`config.mk`:
```
export PLATFORM = sky130hd
export DESIGN_NAME = ai_window_loader
export DESIGN_NICKNAME = d
export VERILOG_FILES = /design/src/rtl/ai_pkg.sv /design/src/rtl/ai_tap_window.sv /design/src/rtl/ai_window_loader.sv
export SDC_FILE = /design/constraint.sdc
export NUM_CORES = 1
export LEC_CHECK = 0
export BUFFER_PORTS_ARGS = -buffer_cell sky130_fd_sc_hd__buf_2
export CAP_MARGIN = 0
export CORE_AREA = 2 2 88 106
export CTS_CLUSTER_DIAMETER = 100
export CTS_CLUSTER_SIZE = 14
export DETAILED_ROUTE_END_ITERATION = 10
export DIE_AREA = 0 0 90 108
export MAX_ROUTING_LAYER = met4
export PLACE_DENSITY = 0.85
export SETUP_SLACK_MARGIN = 0.5
export SYNTH_ARGS = -nofsm -noshare
export SYNTH_HDL_FRONTEND = slang
export SYNTH_SLANG_ARGS = --single-unit
```
`constraint.sdc`:
```
create_clock -name clk -period 5.7 [get_ports clk]
set_clock_uncertainty 0.1 [all_clocks]
set_input_delay 0.855 -clock clk [delete_from_list [all_inputs] [get_ports clk]]
set_output_delay 0.855 -clock clk [all_outputs]
set_load 0.02 [all_outputs]
```
`src/rtl/ai_pkg.sv`:
```
// Shared types and helpers for the AI comparer window loader.
// Holds the loader state encoding and the counter-to-RAM-word address mapping.
package ai_pkg;

  typedef enum logic [1:0] {
    IDLE  = 2'd0,
    FETCH = 2'd1,
    EMIT  = 2'd2
  } ai_state_e;

  localparam int AI_SAMPLE_W   = 8;
  localparam int AI_ADDR_MAX_W = 32;

  // Uncompressed frames share one reference word between two consecutive samples.
  function automatic logic [AI_ADDR_MAX_W-1:0] addr_of(
    input logic [AI_ADDR_MAX_W-1:0] counter,
    input logic                     compress
  );
    return compress ? counter : (counter >> 1);
  endfunction

endpackage

```
`src/rtl/ai_tap_window.sv`:
```
// Sliding window of WIN stream samples; tap 0 holds the newest sample.
// Flat output packs tap k into bits [k*SAMPLE_W +: SAMPLE_W].
module ai_tap_window #(
  parameter int SAMPLE_W = 8,
  parameter int WIN      = 3
) (
  input  logic                    clk,
  input  logic                    rst,
  input  logic                    clear,
  input  logic                    shift,
  input  logic [SAMPLE_W-1:0]     din,
  output logic [WIN*SAMPLE_W-1:0] taps
);

  always_ff @(posedge clk) begin
    if (rst || clear) begin
      taps <= '0;
    end else if (shift) begin
      taps <= {taps[(WIN-1)*SAMPLE_W-1:0], din};
    end
  end

endmodule

```
`src/rtl/ai_window_loader.sv`:
```
// Loader feeding the AI comparer: keeps a sample window, fetches one reference
// word per sample and emits {reference, window} vectors over valid/ready.
//
// state | meaning
// IDLE  | waiting for a stream sample (stream_ready=1)
// FETCH | reference RAM read outstanding for the current counter
// EMIT  | data_out valid, held until out_ready
module ai_window_loader
  import ai_pkg::*;
#(
  parameter int SAMPLE_W = AI_SAMPLE_W,
  parameter int WIN      = 3,
  parameter int REF_N    = 4,
  parameter int ADDR_W   = 16,
  parameter int CNT_W    = 15
) (
  input  logic                            clk,
  input  logic                            rst,
  input  logic                            init,
  input  logic                            compress,
  input  logic [CNT_W-1:0]                sample_size,
  input  logic [SAMPLE_W-1:0]             stream_in,
  input  logic                            stream_rdy,
  output logic                            stream_ready,
  output logic [ADDR_W-1:0]               c_ram_addr,
  output logic                            c_ram_read,
  input  logic                            c_ram_rdy,
  input  logic [REF_N*SAMPLE_W-1:0]       c_ram_data,
  output logic [(REF_N+WIN)*SAMPLE_W-1:0] data_out,
  output logic                            out_valid,
  input  logic                            out_ready,
  output logic                            frame_end
);

  localparam int WIN_BITS = WIN * SAMPLE_W;
  localparam int OUT_BITS = (REF_N + WIN) * SAMPLE_W;
  localparam int FILL_N   = (WIN - 1) / 2;
  localparam int FILL_W   = $clog2(FILL_N + 1);
  localparam logic [FILL_W-1:0] FILL_LAST = FILL_W'(FILL_N);

  ai_state_e            state_q, state_d;
  logic [CNT_W-1:0]     cnt_q;
  logic [FILL_W-1:0]    fill_q;
  logic [OUT_BITS-1:0]  data_q;
  logic                 valid_q, valid_d;
  logic                 fend_q;
  logic [WIN_BITS-1:0]  taps;

  logic win_shift, win_clear;
  logic cnt_inc, cnt_clr, fill_inc, fill_clr, load_out;

  ai_tap_window #(
    .SAMPLE_W (SAMPLE_W),
    .WIN      (WIN)
  ) u_window (
    .clk   (clk),
    .rst   (rst),
    .clear (win_clear),
    .shift (win_shift),
    .din   (stream_in),
    .taps  (taps)
  );

  always_comb begin
    state_d   = state_q;
    valid_d   = valid_q;
    win_shift = 1'b0;
    win_clear = 1'b0;
    cnt_inc   = 1'b0;
    cnt_clr   = 1'b0;
    fill_inc  = 1'b0;
    fill_clr  = 1'b0;
    load_out  = 1'b0;
    if (init) begin
      // Soft restart: abandons any read in flight and drops the pending vector.
      state_d   = IDLE;
      valid_d   = 1'b0;
      win_clear = 1'b1;
      cnt_clr   = 1'b1;
      fill_clr  = 1'b1;
    end else begin
      case (state_q)
        IDLE: begin
          if (stream_rdy) begin
            win_shift = 1'b1;
            state_d   = FETCH;
          end
        end
        FETCH: begin
          if (c_ram_rdy) begin
            if (fill_q < FILL_LAST) begin
              cnt_inc  = 1'b1;
              fill_inc = 1'b1;
              state_d  = IDLE;
            end else begin
              load_out = 1'b1;
              valid_d  = 1'b1;
              state_d  = EMIT;
            end
          end
        end
        EMIT: begin
          if (out_ready) begin
            valid_d = 1'b0;
            state_d = IDLE;
            if (fend_q) begin
              cnt_clr   = 1'b1;
              win_clear = 1'b1;
              fill_clr  = 1'b1;
            end else begin
              cnt_inc = 1'b1;
            end
          end
        end
        default: begin
          state_d = IDLE;
          valid_d = 1'b0;
        end
      endcase
    end
  end

  always_ff @(posedge clk) begin
    if (rst) begin
      state_q <= IDLE;
      cnt_q   <= '0;
      fill_q  <= '0;
      data_q  <= '0;
      valid_q <= 1'b0;
      fend_q  <= 1'b0;
    end else begin
      state_q <= state_d;
      valid_q <= valid_d;
      if (cnt_clr) begin
        cnt_q <= '0;
      end else if (cnt_inc) begin
        cnt_q <= cnt_q + 1'b1;
      end
      if (fill_clr) begin
        fill_q <= '0;
      end else if (fill_inc) begin
        fill_q <= fill_q + 1'b1;
      end
      if (load_out) begin
        data_q <= {c_ram_data, taps};
        fend_q <= (cnt_q == sample_size);
      end
    end
  end

  assign stream_ready = (state_q == IDLE) && !init && !rst;
  assign c_ram_read   = (state_q == FETCH);
  assign c_ram_addr   = (state_q == FETCH)
                        ? ADDR_W'(addr_of(AI_ADDR_MAX_W'(cnt_q), compress))
                        : '0;
  assign data_out     = data_q;
  assign out_valid    = valid_q;
  assign frame_end    = fend_q;

endmodule

```
; ---- Yosys cells after proc, flatten, opt, wreduce, memory -nomap -nowiden
; Cells that the tools add are included.
[op_classes]
n_addsub = 2
n_lt_le_gt_ge = 1
eq_ne = 7
muxes = 30
bitwise = 1
reduce_logical = 10
[op_table]
columns = operator, n
row1 = 2-to-1 mux 15 bit, 2
row2 = 2-to-1 mux 1 bit, 21
row3 = adder 15 x 1 -> 15 bit (second input constant), 1
row4 = equality test 15 bit, 1
row5 = 2-to-1 mux 2 bit, 4
row6 = != test 2 bit (second input constant), 3
row7 = one-hot mux 2 bit (3 select lines), 1
row8 = AND reduction 4 bit, 1
row9 = OR reduction 2 bit, 2
row10 = one-hot mux 1 bit (3 select lines), 1
row11 = AND reduction 3 bit, 1
row12 = equality test 2 x 1 -> 1 bit (second input constant), 1
row13 = equality test 2 bit (second input constant), 1
row14 = logical AND 1 bit, 2
row15 = zero test 1 bit, 2
row16 = zero test 2 bit, 1
row17 = != test 2 x 1 -> 1 bit (second input constant), 1
row18 = one-hot mux 1 bit (2 select lines), 1
row19 = adder 1 bit (second input constant), 1
row20 = logical OR 1 bit, 1
row21 = < comparator 1 bit (second input constant), 1
row22 = inverter 1 bit, 1
[word_totals]
register_bits = 100
out_inout_bits = 76
word_cells = 58

; ---- Logic depth before layout (Yosys ltp)
[depth]
ltp_word = 5
ltp_mapped = 8
depth_no_buf = 6

; ---- Modules after synthesis
; Synthesis repeated with hierarchy kept, for this count alone.
[unflattened]
hier_cells = 506
hier_area_um2 = 4320.4
[modules_own_cells]
columns = mod, instances, cells_per_inst, area_each_um2, seq_area_each_um2
row1 = ai_window_loader, 1, 427, 3453.3, 1521.5
row2 = ai_tap_window, 1, 79, 867.1, 480.5

; ---- Worst setup path after synthesis
; OpenSTA, ideal clock, no wires.
[synth_path]
path_kind = input port to output port
from = in compress
to = out c_ram_addr[11]
t_arrival_ns = 1.814
required_time_ns = 4.745
slack_ns = 2.931
stages = 4
path_cell_list = clkbuf_1 buf_2 mux2i_1 nor2_1
[synth_between]
elab_chain_cells = 2
[synth_lines]
columns = element, line
row1 = "start, declared", ai_window_loader.sv:20  ; input logic compress,
row2 = 2-to-1 mux 15 bit, ai_pkg.sv:19  ; return compress ? counter : (counter >> 1);
row3 = 2-to-1 mux 15 bit, ai_window_loader.sv:154  ; ? ADDR_W'(addr_of(AI_ADDR_MAX_W'(cnt_q), compress))
row4 = "end, declared", ai_window_loader.sv:25  ; output logic [ADDR_W-1:0] c_ram_addr,
; Every way passes these cells.

; ---- Worst setup path after layout
[layout_path]
from = in rst
to = out stream_ready
[layout_between]
elab_chain_cells = 2
[layout_lines]
columns = element, line
row1 = "start, declared", ai_window_loader.sv:18  ; input logic rst,
row2 = zero test 1 bit, ai_window_loader.sv:151  ; assign stream_ready = (state_q == IDLE) && !init && !rst;
row3 = logical AND 1 bit, ai_window_loader.sv:151
row4 = "end, declared", ai_window_loader.sv:24  ; output logic stream_ready,
; Every way passes these cells.

==> results.json <==
{
  "outcome": "finished, final reports clean",
  "die_area_um2": 9720,
  "routabilityCongestion": 0.886,
  "die_w_um": 90,
  "min-delay-start": "data_out[13]",
  "start_util_pct": 49.2,
  "drt-total-wl_um": 9910,
  "regArea_um2": 2000,
  "drive_gt1_share_pct": 25.9,
  "cts_resized": 0,
  "utilization_pct": 59.2,
  "grt_setup_unrepaired": "no",
  "yosys.area_share.simple_pct": 23.2,
  "power_density_nw_per_um2": 235,
  "ys_ff_latch": 100,
  "seq_area_frac_synth_pct": 47.2,
  "tightest_slew_ps": 1030,
  "syn2layout_area_growth_pct": 20.2,
  "met3_length_um": 386,
  "grt_pass1_vias": 3752,
  "synth_edf_count": 0,
  "ir_worst_vdd_mv": 0.132,
  "path_clk_slew_ps": 100,
  "cts_max_level": 3,
  "synth_top_family_by_area": "simple AND/OR/NAND/NOR gates",
  "hold_viol": 0,
  "multiInputGateArea_um2": 2030,
  "min_path_cells": 2,
  "dp_hpwl_um": 6990,
  "period_needed_ps": 3090,
  "antenna_found_initial": 0,
  "grt_max_degree": 59,
  "synth_warnings": 0,
  "antenna_left": 0,
  "synth_mux_area_share_pct": 4.04,
  "fp.dieH_um": 108,
  "cts_hold_buf": 0,
  "async_flop_share_pct": 0,
  "finish.net_count": 706,
  "path_class": "in -> out",
  "cts_setup_buffers": 0,
  "met1_length_um": 4280,
  "cts_tree": "yes",
  "arrival_ps": 2140,
  "drv_slew": 0,
  "r2r-end": "data_out[16]",
  "power_leakage_nw": 2.08,
  "track_usage_pct": 20.4,
  "nFillCells": 779,
  "ff2ff_path_depth": 6,
  "io_buffer_count": 136,
  "routedWlPerCell_um": 13.0,
  "whs_ps": 357,
  "min_to": "data_out[13]",
  "final_common_cell": "nand2_1",
  "max_freq_mhz": 323,
  "row_count": 37,
  "drv_cap": 0,
  "layout_common_cells": "nand2_1, buf_2, dfxtp_1",
  "setup-violations-final": 0,
  "vias_per_cell": 5.02,
  "route.top_layer_used": "met4",
  "wl_met2_um": 4970,
  "root_buffer": "clkbuf_8",
  "syn-instance-count": 526,
  "numCtsBuffers": 9,
  "vias": 3823,
  "drc": 0,
  "start_kind": "primary input",
  "slew_headroom_pct": 31.2,
  "synth_ff_type": "dfxtp_1",
  "core_um2": 8610,
  "cts.sinks": 100,
  "syn-num-nets": 593,
  "postSynthAreaPerCell_um2": 8.06,
  "fin_setup_tns_ps": 0,
  "synth_area_um2": 4240,
  "num_antenna_cells": 0,
  "layout_worst_path_cycle_share_pct": 54.3,
  "synth_cell_types": 45,
  "dr.pass1.iters": 4,
  "crit_path_end_kind": "output pin",
  "synth_compound_area_share_pct": 14.7,
  "cp_max_fo": 58,
  "grt_pass1_wl_um": 16100,
  "grt_overflow": 0,
  "clock_latency_ps": 350,
  "hold_path.class": "reg -> reg",
  "cts_buffer_depth": 2,
  "synth_xor_area_share_pct": 4.34,
  "synth_fa_ha_area_share_pct": 1.48,
  "r2r_slack_ps": 3330,
  "cp_data_required_time_ps": 4740,
  "r2r-start": "state_q[1]",
  "drt_iter0_drc": 172,
  "ios": 138
}
==> flip-flops by register name (all words and copies together), names as in the netlist <==
register	cells
frame_end	1
out_valid	1
u_window.taps	24
cnt_q	15
fill_q	1
data_out	56
state_q	2
==> routing by layer <==
metal  track usage (%)  vias up
met4              10.5        0
met5                 -        -
met3              3.07       17
met1              22.8     1744
li1                  -     1966
met2              35.9       96
==> area by class of cell <==
class	instances	share of cell area, %
clock buffers	9	2.43
clock inverters	7	1.28
inverters	6	0.442
multi-input cells	383	39.9
flip-flops and latches	100	39.3
well taps	117	2.87
repair buffers	139	13.8
==> how the worst max path moves through the flow <==
stage | end | cells after the start | startpoint | slack [ps]
5_1_grt | stream_ready | 4 | rst | 2530
6_report | stream_ready | 4 | rst | 2610
3_5_place_dp | stream_ready | 4 | rst | 2590
2_1_floorplan | c_ram_addr[11] | 4 | compress | 2930
3_3_place_gp | stream_ready | 4 | rst | 2620
4_1_cts | stream_ready | 4 | rst | 2610
==> worst max-delay path, stage by stage <==
cell	delay, ps
buf_2	770
or2_2	310
nor2_1	50
buf_2	150
==> logic make-up (layout without fill, tap and decap cells) <==
family | Yosys count | count (layout)
xor gates and xnor gates | 21 | 21
buffers and inverters | 43 | 161
and+or+nand+nor | 230 | 230
adders and majority gates | 5 | 5
DFF | 100 | 100
AOI/OAI and AO/OA | 109 | 109
other | 1 | 1
muxes | 17 | 17
==> per-stage QoR <==
step	instances	total power, mW	setup slack, ps	cell area (um^2)
6_report	761	1.20	2610	5100
5_1_grt	761	1.25	2530	5100
4_1_cts	761	1.21	2610	5100
3_5_place_dp	745	0.782	2590	4910
3_3_place_gp	745	0.781	2620	4910
2_1_floorplan	526	0.754	2930	4240
==> power by group <==
group | internal, mW | switching [mW]
logic | 0.0258 | 0.0385
clock network | 0.169 | 0.261
registers | 0.700 | 0.00176
==> synthesized netlist by cell type, types with 2 or more instances <==
library cell  number  area [um^2]
or3_1              3         18.8
nor4_1             4         25.0
buf_1              3         11.3
ha_1               5         62.6
or4_1              5         37.5
nand2_1          167          627
nand3b_1           2         15.0
nand2b_1           3         18.8
o211ai_1           2         15.0
nand3_1            4         20.0
nand4_1            2         12.5
o2111ai_1          2         17.5
inv_1              6         22.5
or2_2              2         12.5
buf_2             11         55.1
clkbuf_1          19         71.3
dfxtp_1          100         2000
a21oi_1           90          450
o21ai_0            3         15.0
and4_4             2         22.5
buf_6              2         22.5
o31ai_1            5         37.5
nor2_1            28          105
mux2i_1           16          160
xnor2_1            4         35.0
xor2_1            17          149
Power figures use the tool's default switching activity.
